<file path="src/rtl/fpalu_sequencer.sv">
// fpalu_sequencer: shares one fpalu adder/multiplier between two requesters.
// Each operation latches its operands, pulses the datapath reset for one cycle,
// waits for a qualified done (or the watchdog), then holds the response until
// the consumer takes it. Only one operation is ever in flight.
module fpalu_sequencer #(
  parameter int TIMEOUT_CYC = 64,
  parameter int SETTLE_CYC  = 2,
  parameter int CNT_W       = 7
) (
  input  logic        clock,
  input  logic        reset,

  input  logic        req0_valid,
  output logic        req0_ready,
  input  logic        req0_op,
  input  logic [31:0] req0_a,
  input  logic [31:0] req0_b,

  input  logic        req1_valid,
  output logic        req1_ready,
  input  logic        req1_op,
  input  logic [31:0] req1_a,
  input  logic [31:0] req1_b,

  output logic        rsp_valid,
  input  logic        rsp_ready,
  output logic        rsp_id,
  output logic [31:0] rsp_result,
  output logic        rsp_flow,
  output logic        rsp_timeout,

  output logic [31:0] alu_a,
  output logic [31:0] alu_b,
  output logic        alu_op,
  output logic        alu_rst_n,
  input  logic [31:0] alu_result,
  input  logic        alu_flow,
  input  logic        alu_done
);

  typedef enum logic [1:0] {
    IDLE,
    CLEAR,
    WAIT,
    RESP
  } state_t;

  localparam logic [CNT_W-1:0] SETTLE_CNT   = CNT_W'(SETTLE_CYC);
  localparam logic [CNT_W-1:0] TIMEOUT_LAST = CNT_W'(TIMEOUT_CYC - 1);

  state_t           state;
  logic             last_grant;
  logic             cur_id;
  logic [CNT_W-1:0] wait_cnt;
  logic             grant_id;
  logic             accept;
  logic             done_qual;

  // Round-robin choice: alternate when both ask, otherwise serve whoever asks
  always_comb begin
    grant_id = 1'b0;
    if (req0_valid && req1_valid)
      grant_id = ~last_grant;
    else if (req1_valid)
      grant_id = 1'b1;
  end

  // Ready is offered only in IDLE and never while the block is held in reset
  assign req0_ready = reset && (state == IDLE) && req0_valid && !grant_id;
  assign req1_ready = reset && (state == IDLE) && req1_valid &&  grant_id;
  assign accept     = req0_ready || req1_ready;

  // Done is only trusted once the settle window has passed, since the
  // datapath may still present done from the previous operation
  assign done_qual  = alu_done && (wait_cnt >= SETTLE_CNT);

  // Sequencer FSM with all datapath and response outputs registered
  always_ff @(posedge clock or negedge reset) begin
    if (!reset) begin
      state       <= IDLE;
      last_grant  <= 1'b1;
      cur_id      <= 1'b0;
      wait_cnt    <= '0;
      alu_a       <= '0;
      alu_b       <= '0;
      alu_op      <= 1'b0;
      alu_rst_n   <= 1'b0;
      rsp_valid   <= 1'b0;
      rsp_id      <= 1'b0;
      rsp_result  <= '0;
      rsp_flow    <= 1'b0;
      rsp_timeout <= 1'b0;
    end else begin
      case (state)
        IDLE: begin
          alu_rst_n <= 1'b1;
          if (accept) begin
            alu_op     <= grant_id ? req1_op : req0_op;
            alu_a      <= grant_id ? req1_a  : req0_a;
            alu_b      <= grant_id ? req1_b  : req0_b;
            cur_id     <= grant_id;
            last_grant <= grant_id;
            alu_rst_n  <= 1'b0;
            state      <= CLEAR;
          end
        end
        CLEAR: begin
          alu_rst_n <= 1'b1;
          wait_cnt  <= '0;
          state     <= WAIT;
        end
        WAIT: begin
          if (done_qual) begin
            rsp_result  <= alu_result;
            rsp_flow    <= alu_flow;
            rsp_timeout <= 1'b0;
            rsp_id      <= cur_id;
            rsp_valid   <= 1'b1;
            state       <= RESP;
          end else if (wait_cnt == TIMEOUT_LAST) begin
            rsp_result  <= '0;
            rsp_flow    <= 1'b0;
            rsp_timeout <= 1'b1;
            rsp_id      <= cur_id;
            rsp_valid   <= 1'b1;
            state       <= RESP;
          end else begin
            wait_cnt <= wait_cnt + CNT_W'(1);
          end
        end
        RESP: begin
          if (rsp_ready) begin
            rsp_valid <= 1'b0;
            state     <= IDLE;
          end
        end
        default: state <= IDLE;
      endcase
    end
  end

endmodule

</file>
<file path="config.mk">
export PLATFORM = sky130hd
export DESIGN_NAME = fpalu_sequencer
export DESIGN_NICKNAME = d
export VERILOG_FILES = /design/src/rtl/fpalu_sequencer.sv
export SDC_FILE = /design/constraint.sdc
export NUM_CORES = 1
export LEC_CHECK = 0
export ABC_AREA = 0
export CORE_MARGIN = 2
export CORE_UTILIZATION = 42
export DETAILED_ROUTE_END_ITERATION = 7
export PLACE_DENSITY = 0.95
export RECOVER_POWER = 100
export REMOVE_ABC_BUFFERS = 1
export SLEW_MARGIN = 10
export SYNTH_ARGS = -nofsm -noshare
export SYNTH_HDL_FRONTEND = slang
export SYNTH_SLANG_ARGS = --single-unit
</file>
<file path="constraint.sdc">
create_clock -name clock -period 4.65 [get_ports clock]
set_input_delay 0.93 -clock clock [delete_from_list [all_inputs] [get_ports clock]]
set_output_delay 0.93 -clock clock [all_outputs]
set_load 0.1 [all_outputs]
</file>
==> summary by stage, run 1 <==
STA
The actual slew at the worst max-slew pin is 1.714 ns. Setup violations remaining at the end of the flow were counted as 0. Setup repair after global routing left no endpoint under its margin. Dividing the final minimum period by the clock period gives 81.67%.

The worst path in the final design needs a cycle of 3.798 ns, including I/O delays and setup. Timing would allow up to 263.3 MHz. For the final routed database, the setup TNS stands at 0 ns. The relative slew slack is -14.34%. On the final layout, the worst hold slack is 0.4706 ns. The number of slew-limit violations in the final report is 106. The total count of hold-check failures in the final report was 0. The worst setup skew after layout is 0.008200 ns.

Route
The average wire per cell in the routed design is 17.88 microns. Once detail routing completed, the nets flagged for antenna violations numbered 0. The detailed-router iteration count before antenna repair is 5.

For this block, the initial DRC count from the detailed router was 259. After detailed routing, the number of vias per cell comes to 5.300. After detailed routing, the number of remaining DRC violations is 0. The aggregate routed wire length is 15520 microns. The detailed-route via count is 4600.

Yosys
The count of unique library cells instantiated by Yosys is 37. Sequential cells were found to cover 56.26% of the synthesized design area. After technology mapping, the gate count stands at 449. Counting flops and latches in the post-synthesis netlist gives 113. The count of warnings emitted by yosys is 0. The netlist area before placement is 5029 sq um.

The post-synthesis area per instance is 11.20 sq um.

Clock tree
The clock insertion delay at the later pin of the skew report is 0.41 ns. The clock tree root driver cell is clkbuf_16. The post-cts resize count is 0. Clock-pin slew was measured on the worst setup and hold paths at 0.05 ns.

TritonCTS built the clock tree. Buffers added to address setup during post-CTS repair amount to 0. The longest clock path from root to sink contains 2 buffers. CTS built an H-tree with a depth of 4. After clock tree synthesis, the flow added hold-fix buffers numbering 0. Clock tree synthesis inserted a total of 17 buffers. The clock net sink count is 113.

Finish
The number of antenna cells inserted is 0. The area occupied by multi-input gates is 1998 sq um. The filler cells instantiated in the layout total 737. Once layout is complete, the utilization of the core stands at 73.05%. The net count of the finished layout is 888. The area used by sequential logic in the layout is 2829 sq um. The finished cells cover 8448 sq um. The fraction of final layout cells with drive strength greater than 1 is 5.931%. The synthesis-to-finish area growth is 68.00%.

Floorplanning
The floorplan die width is 113.4 microns. The die covers 12860 sq um. The floorplan die height is 113.4 microns. 273 I/O pins were placed.

The initial utilization of the core area, before any placement, comes to 43.48%. The floorplan has 39 rows. The core area is 11560 sq um.

Worst setup path
Among all stages on the critical path, the largest delay is contributed by a21boi_0. The critical path required time is 3.72 ns. The longest individual stage delay on the worst path is 0.76 ns. The worst setup path is of the in2out kind. The top fanout value on the critical path is 6.

The worst setup path is launched from an input pin. The critical path data arrival time is 2.87 ns. Traced cell by cell, the critical path runs through dlygate4sd3_1, a21boi_0, and3_1, buf_4. The worst setup path is captured at an output port.

Run status
The checks that failed: max-capacitance violations, max-slew violations. The run finished, with violations left.

Global routing
The residual overflow from global routing is 0. The initial antenna violation count is 0. The global-route usage over all layers is 24.58%. The number of global-route vias before repair is 4973. The first global-routing pass estimated 24750 microns of wire. Entering global routing, the biggest net connects 115 pins.

Placement
The placer's final routability congestion estimate is 0.8381. The number of buffers inserted by port buffering is 272. Once placement finished, the instance area stood at 7815 sq um. Detailed placement finished with a half-perimeter wire length of 11350 microns.

Hold path
The path class of the tightest hold or removal check is reg2reg.

Job
Across the run, the number of max-cap violations was 2.
[layout by cell type (no fill, tap or decap), types with 3 or more instances in the layout]
cell	Yosys	routed
clkdlybuf4s50_1	0	165
dfrtp_1	112	112
dlygate4sd3_1	0	104
o21ai_0	73	73
nand2_1	72	72
mux2i_1	66	66
a22o_1	33	33
clkbuf_16	0	17
ha_1	7	7
inv_1	5	5
nand3_1	5	5
nor2_1	5	5
a31oi_1	5	5
bufinv_16	0	5
buf_4	0	5
clkbuf_8	0	4
a41oi_1	3	3
clkbuf_1	18	3
[metrics by stage]
step / cells / worst slack [ns]
finish: 868 / 0.8523
global route: 868 / 0.7192
CTS: 868 / 1.460
detailed placement: 836 / 1.300
global placement: 836 / 1.442
floorplan: 416 / -3.985
[cell usage after synthesis]
| cell type | instances | area, sq um |
|---|---|---|
| nand3b_1 | 1 | 7.510 |
| a21oi_1 | 2 | 10.01 |
| ha_1 | 7 | 87.58 |
| a21o_1 | 1 | 7.510 |
| o221ai_1 | 1 | 8.760 |
| nand2_1 | 72 | 270.3 |
| inv_1 | 5 | 18.77 |
| and2_1 | 1 | 6.260 |
| a21boi_0 | 1 | 7.510 |
| nor2_1 | 5 | 18.77 |
| o41ai_2 | 1 | 16.27 |
| a22o_1 | 33 | 289.0 |
| mux2_2 | 2 | 22.52 |
| buf_2 | 6 | 30.03 |
| mux2i_1 | 66 | 660.6 |
| buf_6 | 5 | 56.30 |
| a41oi_1 | 3 | 26.28 |
| and2_4 | 1 | 8.760 |
| nand4_1 | 2 | 12.51 |
| o41ai_1 | 1 | 8.760 |
| or2_2 | 2 | 12.51 |
| o211ai_1 | 2 | 15.01 |
| a21boi_1 | 1 | 7.510 |
| dfstp_2 | 1 | 26.28 |
| nor2b_1 | 2 | 12.51 |
| o21ai_4 | 1 | 16.27 |
| o31ai_1 | 2 | 15.01 |
| clkbuf_1 | 18 | 67.56 |
| o41a_1 | 1 | 11.26 |
| nand3_1 | 5 | 25.02 |
| dfrtp_1 | 112 | 2803 |
| a31oi_1 | 5 | 31.28 |
| and3_1 | 2 | 12.51 |
| a22oi_1 | 1 | 7.510 |
| or4_4 | 1 | 11.26 |
| buf_1 | 4 | 15.01 |
| o21ai_0 | 73 | 365.4 |
[cell type report]
type | count | share of cell area, %
Clock inverter | 9 | 2.088
Inverter | 5 | 0.2222
Tap cell | 143 | 2.118
Clock buffer | 23 | 5.776
Timing Repair Buffer | 277 | 32.66
Sequential cell | 113 | 33.49
Multi-Input combinational cell | 298 | 23.65
[final timing paths]
path,startpoint,to,slack [ns],depth (start not counted)
min,alu_a[1],alu_a[1],0.47,2
min reg2reg,alu_a[1],alu_a[1],0.47,2
min in group asynchronous,reset,alu_a[3],0.53,1
max,req1_valid,req1_ready,0.85,4
max reg2reg,wait_cnt[1],rsp_result[28],1.60,4
max in group asynchronous,reset,alu_b[11],2.06,2
[logic make-up after synthesis]
kind of cell	Yosys count	share of synthesized area [%]
AO/OA/AOI/OAI	129	16.77
flip-flops	113	56.26
AND/OR/NAND/NOR	94	7.912
multiplexers	68	13.59
buffers and inverters	38	3.732
adder cells (fa/ha/maj)	7	1.742
[worst max-delay path: cells and delay by family]
| family | cells | cell delay (ns) |
|---|---|---|
| buffers and inverters | 2 | 0.88 |
| AO/OA/AOI/OAI | 1 | 0.76 |
| AND/OR/NAND/NOR | 1 | 0.29 |
[layer usage]
layer / track usage (%) / share of wire (%) / vias to the layer above / wire, microns
met5: 0 / 0 / - / 0
met2: 43.83 / 51 / 232 / 7918
met4: 10.65 / 3.2 / 0 / 496
met3: 8.342 / 8.7 / 43 / 1351
li1: - / - / 2141 / -
met1: 26.58 / 37 / 2184 / 5751
[sequential cells by signal (all words and copies together) (netlist names)]
signal,cells
cur_id,1
rsp_id,1
wait_cnt,7
alu_op,1
rsp_flow,1
rsp_result,32
state,2
alu_b,32
alu_rst_n,1
rsp_timeout,1
rsp_valid,1
alu_a,32
last_grant,1
Power of run 1 is not shown: default switching activity piles up to over one toggle a cycle in this logic, so the estimate is an artifact.
==> run 2: changes to the inputs <==
--- a/config.mk
+++ b/config.mk
@@ -7,9 +7,9 @@
 export LEC_CHECK = 0
 export ABC_AREA = 0
 export CORE_MARGIN = 2
-export CORE_UTILIZATION = 42
+export CORE_UTILIZATION = 39
 export DETAILED_ROUTE_END_ITERATION = 7
-export PLACE_DENSITY = 0.95
+export PLACE_DENSITY = 0.91
 export RECOVER_POWER = 100
 export REMOVE_ABC_BUFFERS = 1
 export SLEW_MARGIN = 10
==> constraint.sdc (replaced) <==
create_clock -name clock -period 3.8 [get_ports clock]
set_input_delay 0.76 -clock clock [delete_from_list [all_inputs] [get_ports clock]]
set_output_delay 0.76 -clock clock [all_outputs]
set_load 0.1 [all_outputs]
==> summary by stage, run 2 (synthesis gave the netlist of run 1 again) <==
Clock tree
TritonCTS built the clock tree. The CTS clock-pin slew for the worst setup and hold paths was 0.05 ns (about the same). The number of buffers on the longest clock path came to 2 (unchanged). The clock net sink count came to 113 (unchanged). The level count of the clock H-tree was 4 (unchanged). The post-cts resize count was 0 (unchanged). The clock insertion delay at the later pin of the skew report is 0.41 ns (about the same). The number of hold-repair buffers added at the cts stage is 0 (unchanged).

The post-CTS setup buffer count is 0 (unchanged). The total CTS buffers is 17 (unchanged). The clock tree root driver cell is clkbuf_16.

Route
The vias per cell is 5.043 (-4.8%). The average wire per cell in the routed design was 16.73 microns (-6.4%). The detailed-route via count was 4524 (-1.7%). The detailed-router iteration count before antenna repair is 4 (-1). The aggregate routed wire length came to 15010 microns (-3.3%).

The final routed DRC violation total came to 0 (unchanged). The number of nets with antenna violations after routing is 0 (unchanged). The number of design-rule violations left by the first detailed-router iteration is 235 (-9.3%).

Run status
The flow ran to the end, but the final reports show violations. The checks that failed: max-capacitance violations, max-slew violations.

STA
The worst-case hold slack was 0.4254 ns (-0.04517 ns). The worst setup skew after layout was 0.009441 ns (+0.001241 ns). Static timing analysis puts the maximum clock frequency at 303.7 MHz.

The total count of hold-check failures in the final report is 0 (unchanged). Setup repair after global routing left no endpoint under its margin. The relative slew slack came to -21.83% (-7.5 points).

The actual slew at the worst max-slew pin is 1.826 ns (+0.1123 ns). The number of slew-limit violations in the final report is 81 (-24%). The least setup slack across all paths after layout is 0.5073 ns (-0.3450 ns). After layout, the worst path uses 86.65% of the clock period. Subtracting the final worst setup slack from the clock period gives 3.293 ns. The setup violation total in the final timing report came to 0 (unchanged). The setup TNS is 0 ns (unchanged).

Worst setup path
The critical path data arrival time is 2.53 ns (-0.34 ns). The worst reg-to-reg setup slack was 0.61 ns (-0.99 ns). The cell depth of the worst flop-to-flop path is 4 (unchanged). The critical path required time was 3.04 ns (-0.68 ns).

The kind of launch point of the worst setup path is an input pin. The worst setup path is of the in2out kind. The top fanout value on the critical path was 4 (-2). The endpoint class of the critical path is an output port. In this run the critical register-to-register path is launched from wait_cnt[1]. The capturing point of the worst reg2reg path is rsp_id.

Finish
The number of antenna cells inserted was 0 (unchanged). Relative to the synthesized area, the layout overhead comes to 66.78%. The number of nets at the end of the flow is 889 (+0.11%).

The fraction of final layout cells with drive strength greater than 1 is 5.793% (-0.14 points). The library cell used most frequently in the layout, excluding fill and tap cells, is clkdlybuf4s50_1. The top cell types in the final layout, fill and taps aside, are clkdlybuf4s50_1 (165), dfrtp_1 (112), dlygate4sd3_1 (104), o21ai_0 (73), nand2_1 (72). The number of fillers in the final layout is 935 (+27%). The largest registers in the layout are alu_a: 32 flops, alu_b: 32 flops, rsp_result: 32 flops.

Global routing
The first-pass GRT wire length came to 24630 microns (-0.47%). The residual overflow from global routing is 0 (unchanged). The global-route usage over all layers is 22.47% (-2.1 points).

The initial antenna violation count was 0 (unchanged). The number of global-route vias before repair was 4831 (-2.9%). The maximum number of pins on one net before global-route repair came to 87 (-24%).

Floorplanning
The floorplan die height is 117.6 microns (+3.6%). The effective utilization at floorplan is 39.85% (-3.6 points). The I/O pin count is 273 (unchanged). The number of placement rows is 41 (+5.1%). The die area came to 13820 sq um (+7.4%). The floorplan die width came to 117.6 microns (+3.6%). The core area came to 12620 sq um (+9.1%).

Hold path
The tightest min-delay check is of the in2async type.

Placement
The worst slack after detailed placement is 0.9865 ns (-0.3132 ns). The number of buffers inserted by port buffering is 272 (unchanged). The detailed placement HPWL is 11150 microns (-1.8%). The placer's final routability congestion estimate came to 0.8234 (-1.8%).

Job
The number of max-cap violations is 2 (unchanged).
==> run 2: per-stage QoR <==
step | instance area [sq um] | util (%) | cells
floorplan | 4860 | - | 416
global placement | 7859 | 62.27 | 866
detailed placement | 7859 | 62.27 | 866
CTS | 8452 | 66.97 | 897
global route | 8387 | 66.46 | 897
finish | 8387 | 66.46 | 897
==> run 2: area by class of cell <==
cell class                      count  area (sq um)  area share, %
Sequential cell                   113          2829          33.73
Timing Repair Buffer              278          2740          32.67
Multi-Input combinational cell    298          1991          23.74
Clock buffer                       19         452.9          5.401
Tap cell                          172         215.2          2.566
Clock inverter                     12         140.1          1.671
Inverter                            5         18.77         0.2238
==> run 2: critical path: stages <==
cell and delay, ns:
dlygate4sd3_1 0.58, a21boi_0 0.19, nor2_1 0.13, clkbuf_1 0.87
==> run 2: worst max path at each step <==
stage                      startpoint    endpoint  slack (ns)  cells past startpoint
after floorplan            req1_valid  req0_ready       -4.49                      2
after global placement     req1_valid    alu_a[6]        1.10                      5
after detailed placement   req1_valid    alu_b[7]        0.99                      5
after CTS                 wait_cnt[1]      rsp_id        0.99                      4
after global routing       req1_valid  req0_ready        0.44                      4
final                      req1_valid  req0_ready        0.51                      4
==> run 2: per-layer routing <==
layer	vias up	track usage, %	routed length, microns
met1	2138	24.95	5720
met5	-	0	0
met3	28	8.430	1298
met2	209	38.56	7611
li1	2149	-	-
met4	0	9.864	376
Power of run 2 is left out for the same reason.
